### src/rtl/i2c_target_regs_pkg.sv
// I2C target register bridge: shared types and constants.
// State encoding, R/W bit position and default device address.
package i2c_target_regs_pkg;

    typedef enum logic [3:0] {
        IDLE,
        ADDR,
        ADDR_ACK,
        REGA,
        REGA_ACK,
        WDAT,
        WDAT_ACK,
        RDAT,
        RACK,
        WAIT
    } state_e;

    localparam int         RW_BIT        = 0;
    localparam logic [6:0] DEF_DEV_ADDR  = 7'h50;
    localparam logic [3:0] BITS_PER_BYTE = 4'd8;

endpackage

### src/rtl/i2c_line_sync.sv
// I2C target: SCL/SDA synchronizers and bus-event detection.
// Produces synchronized SDA level, SCL edges and START/STOP strobes.
module i2c_line_sync #(
    parameter int SYNC_STAGES = 2
) (
    input  logic clk,
    input  logic rstn,
    input  logic scl_in,
    input  logic sda_in,
    output logic sda_s,
    output logic scl_rise,
    output logic scl_fall,
    output logic start_det,
    output logic stop_det
);

    logic [SYNC_STAGES-1:0] scl_sync_q;
    logic [SYNC_STAGES-1:0] sda_sync_q;
    logic                   scl_dly_q;
    logic                   sda_dly_q;
    logic                   scl_s;

    // Synchronizer chains plus one delayed copy; idle bus reads high.
    always_ff @(posedge clk or negedge rstn) begin
        if (!rstn) begin
            scl_sync_q <= '1;
            sda_sync_q <= '1;
            scl_dly_q  <= 1'b1;
            sda_dly_q  <= 1'b1;
        end else begin
            scl_sync_q <= {scl_sync_q[SYNC_STAGES-2:0], scl_in};
            sda_sync_q <= {sda_sync_q[SYNC_STAGES-2:0], sda_in};
            scl_dly_q  <= scl_sync_q[SYNC_STAGES-1];
            sda_dly_q  <= sda_sync_q[SYNC_STAGES-1];
        end
    end

    assign scl_s     = scl_sync_q[SYNC_STAGES-1];
    assign sda_s     = sda_sync_q[SYNC_STAGES-1];
    assign scl_rise  = scl_s & ~scl_dly_q;
    assign scl_fall  = ~scl_s & scl_dly_q;
    assign start_det = scl_s & scl_dly_q & sda_dly_q & ~sda_s;
    assign stop_det  = scl_s & scl_dly_q & ~sda_dly_q & sda_s;

endmodule

### src/rtl/i2c_target_regs.sv
// I2C target with single-cycle register-access port.
// Byte FSM, shift register and register port; line sync in submodule.
module i2c_target_regs
    import i2c_target_regs_pkg::*;
#(
    parameter logic [6:0] DEV_ADDR    = DEF_DEV_ADDR,
    parameter int         SYNC_STAGES = 2
) (
    input  logic       clk,
    input  logic       rstn,
    input  logic       scl_in,
    input  logic       sda_in,
    output logic       sda_oe,
    output logic [7:0] reg_addr,
    output logic [7:0] reg_wdata,
    output logic       reg_we,
    output logic       reg_re,
    input  logic [7:0] reg_rdata,
    output logic       busy
);

    logic sda_s, scl_rise, scl_fall, start_det, stop_det;

    state_e     state_q, state_d;
    logic [7:0] shift_q, shift_d;
    logic [3:0] cnt_q, cnt_d;
    logic       rw_q, rw_d;
    logic       sda_oe_q, sda_oe_d;
    logic [7:0] reg_addr_q, reg_addr_d;
    logic [7:0] reg_wdata_q, reg_wdata_d;
    logic       reg_we_q, reg_we_d;
    logic       reg_re_q, reg_re_d;
    logic       busy_q, busy_d;
    logic       rd_pend_q;

    i2c_line_sync #(
        .SYNC_STAGES (SYNC_STAGES)
    ) u_sync (
        .clk       (clk),
        .rstn      (rstn),
        .scl_in    (scl_in),
        .sda_in    (sda_in),
        .sda_s     (sda_s),
        .scl_rise  (scl_rise),
        .scl_fall  (scl_fall),
        .start_det (start_det),
        .stop_det  (stop_det)
    );

    // State and output registers; reset releases SDA at once.
    always_ff @(posedge clk or negedge rstn) begin
        if (!rstn) begin
            state_q     <= IDLE;
            shift_q     <= '0;
            cnt_q       <= '0;
            rw_q        <= 1'b0;
            sda_oe_q    <= 1'b0;
            reg_addr_q  <= '0;
            reg_wdata_q <= '0;
            reg_we_q    <= 1'b0;
            reg_re_q    <= 1'b0;
            busy_q      <= 1'b0;
            rd_pend_q   <= 1'b0;
        end else begin
            state_q     <= state_d;
            shift_q     <= shift_d;
            cnt_q       <= cnt_d;
            rw_q        <= rw_d;
            sda_oe_q    <= sda_oe_d;
            reg_addr_q  <= reg_addr_d;
            reg_wdata_q <= reg_wdata_d;
            reg_we_q    <= reg_we_d;
            reg_re_q    <= reg_re_d;
            busy_q      <= busy_d;
            rd_pend_q   <= reg_re_q;
        end
    end

    // Byte FSM: bits sampled on SCL rise, SDA drive moves on SCL fall.
    always_comb begin
        state_d     = state_q;
        shift_d     = shift_q;
        cnt_d       = cnt_q;
        rw_d        = rw_q;
        sda_oe_d    = sda_oe_q;
        reg_addr_d  = reg_addr_q;
        reg_wdata_d = reg_wdata_q;
        reg_we_d    = 1'b0;
        reg_re_d    = 1'b0;
        busy_d      = busy_q;
        if (rd_pend_q) begin
            shift_d = reg_rdata;
        end
        if (start_det) begin
            state_d  = ADDR;
            cnt_d    = '0;
            sda_oe_d = 1'b0;
            busy_d   = 1'b0;
        end else if (stop_det) begin
            state_d  = IDLE;
            cnt_d    = '0;
            sda_oe_d = 1'b0;
            busy_d   = 1'b0;
        end else begin
            unique case (state_q)
                IDLE: ;
                ADDR: begin
                    if (scl_rise) begin
                        shift_d = {shift_q[6:0], sda_s};
                        cnt_d   = cnt_q + 4'd1;
                    end else if (scl_fall && cnt_q == BITS_PER_BYTE) begin
                        cnt_d = '0;
                        if (shift_q[7:1] == DEV_ADDR) begin
                            state_d  = ADDR_ACK;
                            sda_oe_d = 1'b1;
                            busy_d   = 1'b1;
                            rw_d     = shift_q[RW_BIT];
                        end else begin
                            state_d = WAIT;
                        end
                    end
                end
                ADDR_ACK: begin
                    if (scl_rise && rw_q) begin
                        reg_re_d = 1'b1;
                    end else if (scl_fall) begin
                        if (rw_q) begin
                            state_d  = RDAT;
                            sda_oe_d = ~shift_q[7];
                        end else begin
                            state_d  = REGA;
                            sda_oe_d = 1'b0;
                        end
                    end
                end
                REGA: begin
                    if (scl_rise) begin
                        shift_d = {shift_q[6:0], sda_s};
                        cnt_d   = cnt_q + 4'd1;
                    end else if (scl_fall && cnt_q == BITS_PER_BYTE) begin
                        state_d  = REGA_ACK;
                        sda_oe_d = 1'b1;
                        cnt_d    = '0;
                    end
                end
                REGA_ACK: begin
                    if (scl_fall) begin
                        reg_addr_d = shift_q;
                        sda_oe_d   = 1'b0;
                        state_d    = WDAT;
                    end
                end
                WDAT: begin
                    if (scl_rise) begin
                        shift_d = {shift_q[6:0], sda_s};
                        cnt_d   = cnt_q + 4'd1;
                        if (cnt_q == BITS_PER_BYTE - 4'd1) begin
                            reg_wdata_d = {shift_q[6:0], sda_s};
                            reg_we_d    = 1'b1;
                        end
                    end else if (scl_fall && cnt_q == BITS_PER_BYTE) begin
                        state_d  = WDAT_ACK;
                        sda_oe_d = 1'b1;
                        cnt_d    = '0;
                    end
                end
                WDAT_ACK: begin
                    if (scl_fall) begin
                        reg_addr_d = reg_addr_q + 8'd1;
                        sda_oe_d   = 1'b0;
                        state_d    = WDAT;
                    end
                end
                RDAT: begin
                    if (scl_rise) begin
                        cnt_d = cnt_q + 4'd1;
                    end else if (scl_fall) begin
                        if (cnt_q == BITS_PER_BYTE) begin
                            state_d  = RACK;
                            sda_oe_d = 1'b0;
                            cnt_d    = '0;
                        end else begin
                            sda_oe_d = ~shift_q[~cnt_q[2:0]];
                        end
                    end
                end
                RACK: begin
                    if (scl_rise) begin
                        if (!sda_s) begin
                            reg_addr_d = reg_addr_q + 8'd1;
                            reg_re_d   = 1'b1;
                            cnt_d      = 4'd1;
                        end else begin
                            state_d = WAIT;
                            busy_d  = 1'b0;
                        end
                    end else if (scl_fall && cnt_q == 4'd1) begin
                        state_d  = RDAT;
                        sda_oe_d = ~shift_q[7];
                        cnt_d    = '0;
                    end
                end
                WAIT: ;
                default: state_d = IDLE;
            endcase
        end
    end

    assign sda_oe    = sda_oe_q;
    assign reg_addr  = reg_addr_q;
    assign reg_wdata = reg_wdata_q;
    assign reg_we    = reg_we_q;
    assign reg_re    = reg_re_q;
    assign busy      = busy_q;

endmodule

### config.mk
export PLATFORM = sky130hd
export DESIGN_NAME = i2c_target_regs
export DESIGN_NICKNAME = d
export VERILOG_FILES = /design/src/rtl/i2c_target_regs_pkg.sv /design/src/rtl/i2c_line_sync.sv /design/src/rtl/i2c_target_regs.sv
export SDC_FILE = /design/constraint.sdc
export NUM_CORES = 1
export LEC_CHECK = 0
export CAP_MARGIN = 15
export CORE_ASPECT_RATIO = 1.1
export CORE_UTILIZATION = 50
export CTS_CLUSTER_DIAMETER = 40
export DETAILED_ROUTE_END_ITERATION = 12
export MAX_ROUTING_LAYER = met4
export PLACE_DENSITY = 0.84
export SYNTH_ARGS = -nofsm -noshare
export SYNTH_HDL_FRONTEND = slang
export SYNTH_SLANG_ARGS = --single-unit
### constraint.sdc
create_clock -name clk -period 2.8 [get_ports clk]
set_clock_uncertainty 0.2 [all_clocks]
set_input_delay 0.28 -clock clk [delete_from_list [all_inputs] [get_ports clk]]
set_output_delay 0.28 -clock clk [all_outputs]
set_load 0.01 [all_outputs]
==> flow_summary_export.csv, run 1 <==
group,metric,value,unit
cts,path_clk_slew,0.09,ns
setup_path,rr_endpoint,"state_q[1]",
die,design.die.area,0.00561,mm²
setup_path,start_kind,"flop",
detailed_routing,wirelength,6260,µm
detailed_routing,drt-initial-drc-count,166,
synth,avgSynthCellArea,9.59,µm²
cts,clock-sinks,44,
cts,htreeDepth,2,
timing,slew_headroom,0.360,
grt,overflow,0,
min_path,min_from,"u_sync.scl_sync_q[0]",
setup_path,r2r_cells,8,
cts,cts_made_buffers,5,
timing,tns,0,ns
cts,cts_max_path_buffers,2,
synth,yosysTopAreaCell,"dfrtp_1",
final_layout,final_area,0.00315,mm²
final_layout,fin_cells,369,
timing,rsz0062_at_grt,"no",
synth,ys.flop_type,"dfrtp_1",
final_layout,final_nets,329,
die,die_w,71.5,µm
power_and_ir_drop,power.leakage,1.28,nW
die,rows,27,
grt,grt-busiest-layer,"met2",
setup_path,worstSetupEndpointType,"flop",
synth,async_flop_share,1.00,
setup_path,cp_max_fo,7,
grt,met1_usage,0.309,
grt,grt_pass1_vias,2173,
timing,max_freq,389,MHz
detailed_routing,wl_per_cell,17.0,µm
setup_path,setup.worst_path.start,"u_sync.scl_dly_q",
setup_path,r2r_start,"u_sync.scl_dly_q",
die,die_y,78.5,µm
timing,fin_crit_sh,0.917,
synth,synth-seq-cells,44,
placement,gp_congestion,0.993,
setup_path,crit_end,"state_q[1]",
synth,yosysTopAreaCellShare,0.358,
die,io_pins,32,
grt,antenna_found_initial,0,
synth,ys_seq_area_frac,0.417,
die,core_area,0.00507,mm²
timing,report.final.setup_viol,0,
run,drv_cap,0,
synth,syn_inst,277,
grt,globalRouteMet3Util,0.0424,
setup_path,worst-setup-path-type,"reg2reg",
power_and_ir_drop,ir_drop,0.550,mV
setup_path,worstPathArrival,2.60,ns
cts,cts_resized,0,
timing,max_slew.worst_pin.slew,0.959,ns
timing,hold_viol_final,0,
synth,synthesis.nets,296,
timing,post-route-min-period,2.57,ns
synth,yosys-top-cells-area,"dfrtp_1 (36%), dfstp_2 (5.9%), a21oi_1 (4.7%)",
final_layout,final_core_util,0.622,
synth,synth_edf_count,0,
detailed_routing,firstDrtPassIters,4,
power_and_ir_drop,power-per-cell-area,787,mW/mm²
final_layout,areaGrowthSynthToFinish,18.7,%
grt,grt_usage,0.249,
placement,place_area,0.00303,mm²
grt,grt_pass1_wl,10400,µm
die,floorplan.initialDensity,0.524,
setup_path,ff2ff_setup_slack,0.23,ns
placement,hpwl,4430,µm
outcome,status,"completed",
grt,met2_usage,0.406,
detailed_routing,routed_via_density,6.11,
setup_path,critical_path_required,2.83,ns
detailed_routing,vias,2256,
cts,cts_tree,"built",
detailed_routing,antenna_left,0,
cts,clk_latency,0.30,ns
final_layout,final_layout_size_suffix_gt1_frac,0.158,
detailed_routing,drc_errors,0,
synth,yosysUniqueCellTypes,63,
synth,synthesis.area,0.00266,mm²
placement,dp_cells,360,
timing,slew_viol_final,0,
final_layout,antennaDiodeCount,0,
synth,yosysWarnings,0,
placement,port_buffers,31,
min_path,hold_path.class,"reg2reg",
final_layout,final.fill_count,419,
cts,cts_root_buf,"clkbuf_8",
grt,grt_max_degree,45,
[cells in the final DEF (no fill, tap or decap), drive strengths merged, types with 11 or more instances in the layout]
cell and count:
inv 12, nor2 24, dfrtp 38, mux2i 11
nand2 13, a21oi 27, o21ai 23, clkdlybuf4s50 30
buf 13, nand3 14
[stage by stage]
stage | total power, mW | hold slack (ns) | worst slack (ns)
after floorplan | 1.61 | -0.216 | 0.557
after global placement | 1.93 | 0.146 | 0.374
after detailed placement | 1.96 | 0.148 | 0.287
after CTS | 2.48 | 0.161 | 0.248
after global routing | 2.64 | 0.171 | 0.0945
final | 2.48 | 0.160 | 0.232
[sequential cells by signal (all words and copies together), names as in the netlist]
signal             count
shift_q                8
reg_wdata              8
reg_addr               8
reg_we                 1
u_sync.scl_sync_q      2
rw_q                   1
reg_re                 1
busy                   1
cnt_q                  4
state_q                4
u_sync.sda_sync_q      2
u_sync.sda_dly_q       1
rd_pend_q              1
u_sync.scl_dly_q       1
sda_oe                 1
[timing repair]
| action | 4_1_cts | 5_1_grt |
|---|---|---|
| hold buffers | 1 | 0 |
| endpoints found under the setup margin | 0 | 0 |
| hold endpoints to repair | 38 | 0 |
| setup buffers | 0 | 0 |
[Yosys cell counts, types with 6 or more instances]
| cell type | instances |
|---|---|
| nand3_1 | 13 |
| dfstp_2 | 6 |
| clkbuf_1 | 6 |
| mux2_2 | 9 |
| nor2_1 | 24 |
| nand2_1 | 13 |
| o21ai_0 | 19 |
| dfrtp_1 | 38 |
| a21oi_1 | 25 |
| mux2i_1 | 11 |
| ha_1 | 7 |
| inv_1 | 11 |
| buf_2 | 8 |
[power breakdown]
part / total, mW / internal (mW) / switching (mW)
sequential: 0.987 / 0.765 / 0.222
combinational: 0.986 / 0.470 / 0.516
clock: 0.509 / 0.269 / 0.240
total: 2.48 / 1.50 / 0.978
[final cells by class]
| type | instances | area [µm²] | share of cell area |
|---|---|---|---|
| Tap cell | 58 | 72.6 | 0.0230 |
| Timing Repair Buffer | 44 | 405 | 0.129 |
| Clock inverter | 3 | 46.3 | 0.0147 |
| Inverter | 11 | 41.3 | 0.0131 |
| Sequential cell | 44 | 1110 | 0.351 |
| Multi-Input combinational cell | 204 | 1410 | 0.447 |
| Clock buffer | 5 | 68.8 | 0.0218 |
[metal layers]
metal  vias up  wire, µm
li1       1072         -
met1      1087      2710
met2        81      3100
met3        16       283
met4         0       160
met5         -         0
[critical path, cell delays in order (launching register included)]
cell	delay [ns]
dfstp_2	0.55
inv_1	0.04
ha_1	0.29
nor2b_1	0.27
nand4_1	0.13
a41oi_1	0.26
nand3_2	0.20
or3_1	0.40
a21oi_1	0.15
[how the worst min path moves through the flow]
stage	slack (ns)	depth (start not counted)	to
after CTS	0.16	0	u_sync.scl_sync_q[1]
after floorplan	-0.22	0	busy
after detailed placement	0.15	0	u_sync.scl_sync_q[1]
final	0.16	0	u_sync.scl_sync_q[1]
after global routing	0.17	0	u_sync.sda_sync_q[1]
after global placement	0.15	0	u_sync.sda_sync_q[1]
[cell families (layout without fill, tap and decap cells)]
group / count (synthesis) / in the layout / share of synthesized area
AND/OR/NAND/NOR: 90 / 90 / 0.192
AO/OA/AOI/OAI: 81 / 81 / 0.196
flip-flops: 44 / 44 / 0.417
buffers and inverters: 29 / 63 / 0.0518
multiplexers: 22 / 22 / 0.0965
adder cells (fa/ha/maj): 7 / 7 / 0.0330
XOR/XNOR: 4 / 4 / 0.0132
Power figures use the tool's default switching activity.
==> run 2, diff against run 1 <==
Settings changed: MAX_ROUTING_LAYER met4 to default.
==> run 2 against run 1 <==
  * Largest power group unchanged
  * Via count rose by 0.49%
  * Clock power shrank 16%
  * Combinational power shrank 3.8%
  * Die area stayed put
  * Cell count shrank 0.81%
  * Hold slack worse by 0.0059 ns
  * Largest cell class unchanged
==> flow_summary_export.csv, run 2 (synthesized netlist as in run 1, its figures left out) <==
group,metric,value,unit
die,floorplan.initialDensity,0.524,
placement,pre_cts_slack,0.283,ns
final_layout,final_cell_mix,"dfrtp_1 (38), clkdlybuf4s50_1 (30), a21oi_1 (25), nor2_1 (24), o21ai_0 (19)",
placement,dp_cells,357,
power_and_ir_drop,total_power,2.38,mW
final_layout,antennaDiodeCount,0,
cts,cts_made_buffers,5,
timing,hold_viol_final,0,
timing,fin_crit_sh,0.908,
timing,max_freq,394,MHz
placement,hpwl,4230,µm
cts,clock-sinks,44,
placement,place_area,0.00301,mm²
final_layout,fin_cells,366,
power_and_ir_drop,p_int,1.42,mW
detailed_routing,drt-initial-drc-count,269,
setup_path,critical_path_required,2.83,ns
cts,cts_tree,"built",
die,io_pins,32,
final_layout,final.fill_count,422,
final_layout,final_layout_size_suffix_gt1_frac,0.149,
outcome,status,"completed",
power_and_ir_drop,seqPwrFrac,0.420,
timing,rsz0062_at_grt,"no",
detailed_routing,routed_via_density,6.19,
cts,htreeDepth,2,
placement,port_buffers,31,
power_and_ir_drop,power-per-cell-area,763,mW/mm²
setup_path,cp_max_fo,8,
detailed_routing,wl_per_cell,16.9,µm
setup_path,worstSetupEndpointType,"flop",
timing,max_slew.worst_pin.slew,0.992,ns
grt,grt_pass1_wl,10100,µm
timing,fin_ws,0.259,ns
power_and_ir_drop,clkPwrFrac,0.180,
timing,tns,0,ns
placement,gp_congestion,0.976,
cts,cts_root_buf,"clkbuf_8",
detailed_routing,firstDrtPassIters,4,
power_and_ir_drop,power.leakage,1.25,nW
detailed_routing,antenna_left,0,
setup_path,start_kind,"flop",
grt,overflow,0,
cts,path_clk_slew,0.08,ns
grt,antenna_found_initial,0,
power_and_ir_drop,switching_share,0.402,
die,rows,27,
timing,slew_headroom,0.339,
final_layout,final_area,0.00311,mm²
power_and_ir_drop,ir_drop,0.554,mV
die,core_area,0.00507,mm²
detailed_routing,wirelength,6200,µm
die,die_y,78.5,µm
cts,cts_resized,0,
setup_path,r2r_cells,8,
detailed_routing,drc_errors,0,
grt,grt_usage,0.230,
setup_path,worst-setup-path-type,"reg2reg",
die,die_w,71.5,µm
run,drv_cap,0,
final_layout,final_nets,326,
power_and_ir_drop,combPwrFrac,0.400,
timing,post-route-min-period,2.54,ns
timing,slew_viol_final,0,
grt,grt_max_degree,45,
cts,clk_latency,0.30,ns
grt,grt_pass1_vias,2149,
die,design.die.area,0.00561,mm²
setup_path,worstPathArrival,2.57,ns
power_and_ir_drop,power_switching,0.954,mW
cts,cts_max_path_buffers,2,
final_layout,final_common_cell,"dfrtp_1",
cts,post_cts_buffers,0,
final_layout,areaGrowthSynthToFinish,17.2,%
detailed_routing,vias,2267,
min_path,hold_path.class,"reg2reg",
timing,report.final.setup_viol,0,
min_path,holdPathStages,0,
## run 2: cell count changes in the layout (fill, tap and decap cells not counted), sizes merged
cell and change:
inv -1, buf -3, bufinv -1, clkbuf +1
clkinvlp +1
## run 2: metal layers
metal,up-vias,global-route usage,share of wire
met5,-,0,0
met1,1097,0.292,0.43
met2,80,0.371,0.48
met3,24,0.0424,0.049
li1,1066,-,-
met4,0,0.129,0.037
## run 2: area by class of cell
type | instances | area, µm² | share of cell area
Clock buffer | 6 | 82.6 | 0.0265
Clock inverter | 2 | 15.0 | 0.00482
Inverter | 11 | 41.3 | 0.0133
Multi-Input combinational cell | 204 | 1410 | 0.453
Sequential cell | 44 | 1110 | 0.356
Tap cell | 58 | 72.6 | 0.0233
Timing Repair Buffer | 41 | 383 | 0.123
## run 2: per-stage QoR
stage / utilization / hold slack, ns
global placement: 0.593 / 0.146
detailed placement: 0.593 / 0.147
global route: 0.615 / 0.161
CTS: 0.615 / 0.154
floorplan: - / -0.216
finish: 0.615 / 0.154
## run 2: final timing paths
check	start	end	slack, ns
hold reg to reg	u_sync.sda_sync_q[0]	u_sync.sda_sync_q[1]	0.15
max in group asynchronous	rstn	reg_addr[1]	1.31
setup reg to reg	u_sync.scl_dly_q	state_q[1]	0.26
min in group asynchronous	rstn	state_q[0]	0.48
setup / recovery	u_sync.scl_dly_q	state_q[1]	0.26
hold / removal	u_sync.sda_sync_q[0]	u_sync.sda_sync_q[1]	0.15
## run 2: what timing repair did
item | in CTS | in global routing
hold buffers | 1 | 0
setup endpoints to repair | 0 | 0
endpoints found under the hold margin | 38 | 0
## run 2: critical path, stage by stage, from the launching register on
cell	delay, ns
dfstp_2	0.55
inv_1	0.04
ha_1	0.30
nor2b_1	0.26
nand4_1	0.13
a41oi_1	0.27
nand3_2	0.18
or3_1	0.38
a21oi_1	0.15
## run 2: power groups by stage
| stage | registers, mW | logic, mW | clock network (mW) |
|---|---|---|---|
| final | 0.999 | 0.949 | 0.428 |
| after CTS | 0.992 | 0.943 | 0.437 |
| after global routing | 1.02 | 1.04 | 0.455 |
| after floorplan | 0.924 | 0.686 | 0 |
| after global placement | 1.00 | 0.901 | 0 |
| after detailed placement | 1.00 | 0.931 | 0 |
==> run 3, diff against run 2 <==
Clock period 2.8 ns to 2.83 ns, I/O delays scaled along.
==> run 3 against run 2 <==
  * Register-to-register slack worse by 0.05 ns
  * Combinational power is 1% lower
  * First-iteration DRC count is 25% lower
  * Power is 2.1% higher
  * Wire length is 0.32% lower
  * Critical path depth stayed put
  * Via count is 1.5% lower
  * Sequential cell count stayed put
  * Clock power is 17% higher
  * Global-route usage is 0.78 points higher
  * Sequential share of layout area is 0.28 points lower
  * Highest routed layer unchanged
  * Die area stayed put
==> flow_summary_export.csv, run 3 (synthesized netlist as in run 1, its figures left out) <==
group,metric,value,unit
timing,slew_viol_final,0,
setup_path,critical_path_required,2.85,ns
grt,grt_usage,0.238,
setup_path,critical-path-slowest-cell,"dfstp_2",
detailed_routing,wl_per_cell,16.8,µm
detailed_routing,antenna_left,0,
timing,rsz0062_at_grt,"no",
setup_path,start_kind,"flop",
timing,max_freq,382,MHz
cts,cts_max_path_buffers,2,
cts,clock-sinks,44,
cts,htreeDepth,2,
setup_path,cp.depth,8,
cts,clk_latency,0.30,ns
run,drv_cap,0,
die,floorplan.initialDensity,0.524,
setup_path,cp_max_fo,10,
detailed_routing,drc_errors,0,
setup_path,worstPathArrival,2.64,ns
detailed_routing,vias,2234,
setup_path,worstSetupEndpointType,"flop",
setup_path,cp_cell_sequence,"inv_1 > ha_1 > nor2b_1 > nand4_1 > a41oi_1 > nand3_2 > or3_1 > a21oi_1",
detailed_routing,routed_via_density,6.09,
final_layout,antennaDiodeCount,0,
outcome,status,"completed",
setup_path,r2r_cells,8,
power_and_ir_drop,ir_drop,0.503,mV
die,design.die.area,0.00561,mm²
cts,cts_root_buf,"clkbuf_8",
die,core_area,0.00507,mm²
placement,port_buffers,31,
cts,path_clk_slew,0.09,ns
final_layout,final_nets,327,
detailed_routing,drt-initial-drc-count,203,
detailed_routing,wirelength,6180,µm
setup_path,path_buf_inv,1,
power_and_ir_drop,power.leakage,1.27,nW
grt,overflow,0,
final_layout,areaGrowthSynthToFinish,18.1,%
detailed_routing,firstDrtPassIters,4,
final_layout,final_cell_mix,"dfrtp_1 (38), clkdlybuf4s50_1 (30), a21oi_1 (25), nor2_1 (24), o21ai_0 (19)",
min_path,hold_path.class,"reg2reg",
grt,grt_max_degree,45,
timing,report.final.setup_viol,0,
die,die_w,71.5,µm
power_and_ir_drop,power-per-cell-area,773,mW/mm²
final_layout,final.fill_count,413,
min_path,holdPathStages,0,
grt,antenna_found_initial,0,
cts,cts_tree,"built",
timing,slew_headroom,0.371,
timing,fin_crit_sh,0.926,
setup_path,worst-setup-path-type,"reg2reg",
die,die_y,78.5,µm
placement,hpwl,4540,µm
timing,tns,0,ns
timing,post-route-min-period,2.62,ns
grt,grt_pass1_wl,10400,µm
setup_path,max_stage_delay,0.55,ns
cts,cts_resized,0,
timing,whs,0.166,ns
timing,hold_viol_final,0,
die,rows,27,
placement,gp_congestion,0.956,
setup_path,crit_family,"simple AND/OR/NAND/NOR gates",
final_layout,final_layout_size_suffix_gt1_frac,0.152,
die,io_pins,32,
timing,max_slew.worst_pin.slew,0.943,ns
final_layout,final_common_cell,"dfrtp_1",
grt,grt_pass1_vias,2202,
cts,cts_made_buffers,5,
==> run 3: changes by cell type in the layout (fill, tap and decap cells not counted) <==
cell / delta
buf_4: +1
bufinv_16: +1
clkbuf_8: -1
clkinvlp_4: -1
inv_6: +1
==> run 3: layer usage <==
| layer | part of all wire | track usage | up-vias |
|---|---|---|---|
| met5 | 0 | 0 | - |
| met4 | 0.018 | 0.0941 | 0 |
| met3 | 0.037 | 0.0334 | 11 |
| met2 | 0.51 | 0.410 | 68 |
| met1 | 0.44 | 0.302 | 1089 |
| li1 | - | - | 1066 |
==> run 3: final timing paths <==
kind / startpoint / endpoint / slack [ns]
worst max-delay path: u_sync.scl_dly_q / state_q[3] / 0.21
worst min-delay path: u_sync.scl_sync_q[0] / u_sync.scl_sync_q[1] / 0.17
worst max register to register: u_sync.scl_dly_q / state_q[3] / 0.21
worst min register to register: u_sync.scl_sync_q[0] / u_sync.scl_sync_q[1] / 0.17
max in group asynchronous: rstn / reg_wdata[1] / 1.38
min in group asynchronous: rstn / state_q[1] / 0.46
==> run 3: stage by stage <==
stage               setup slack, ns  total power, mW  area, µm²  utilization  instances
floorplan                     0.587             1.59       2660            -        277
global placement              0.315             1.91       3010        0.595        358
detailed placement            0.240             1.92       3010        0.595        358
CTS                           0.214             2.43       3140        0.620        367
global route                 0.0765             2.58       3140        0.620        367
finish                        0.210             2.43       3140        0.620        367
==> run 3: power by group <==
part           leakage, nW  switching, mW  internal, mW
combinational        0.691          0.487         0.451
sequential           0.524          0.234         0.756
clock               0.0548          0.233         0.266
total                 1.27          0.953          1.47
==> run 3: final cells by class <==
cell class                 count  area [µm²]  area share
clock inverter                 3        46.3      0.0147
inverter                      11        41.3      0.0132
multi-input combinational    204        1410       0.450
clock buffer                   5        68.8      0.0219
sequential                    44        1110       0.353
tap                           58        72.6      0.0231
timing repair buffer          42         390       0.124
==> run 3: worst reg2reg max path, stage by stage, from the launching register on <==
cell	delay [ns]
dfstp_2	0.55
inv_1	0.04
ha_1	0.32
nor2b_1	0.29
nand4_1	0.14
a41oi_1	0.29
nand3_2	0.18
or3_1	0.38
a21oi_1	0.16
==> run 3: what timing repair did <==
item,4_1_cts,5_1_grt
endpoints found under the hold margin,38,0
setup buffers,0,0
hold buffers,1,0
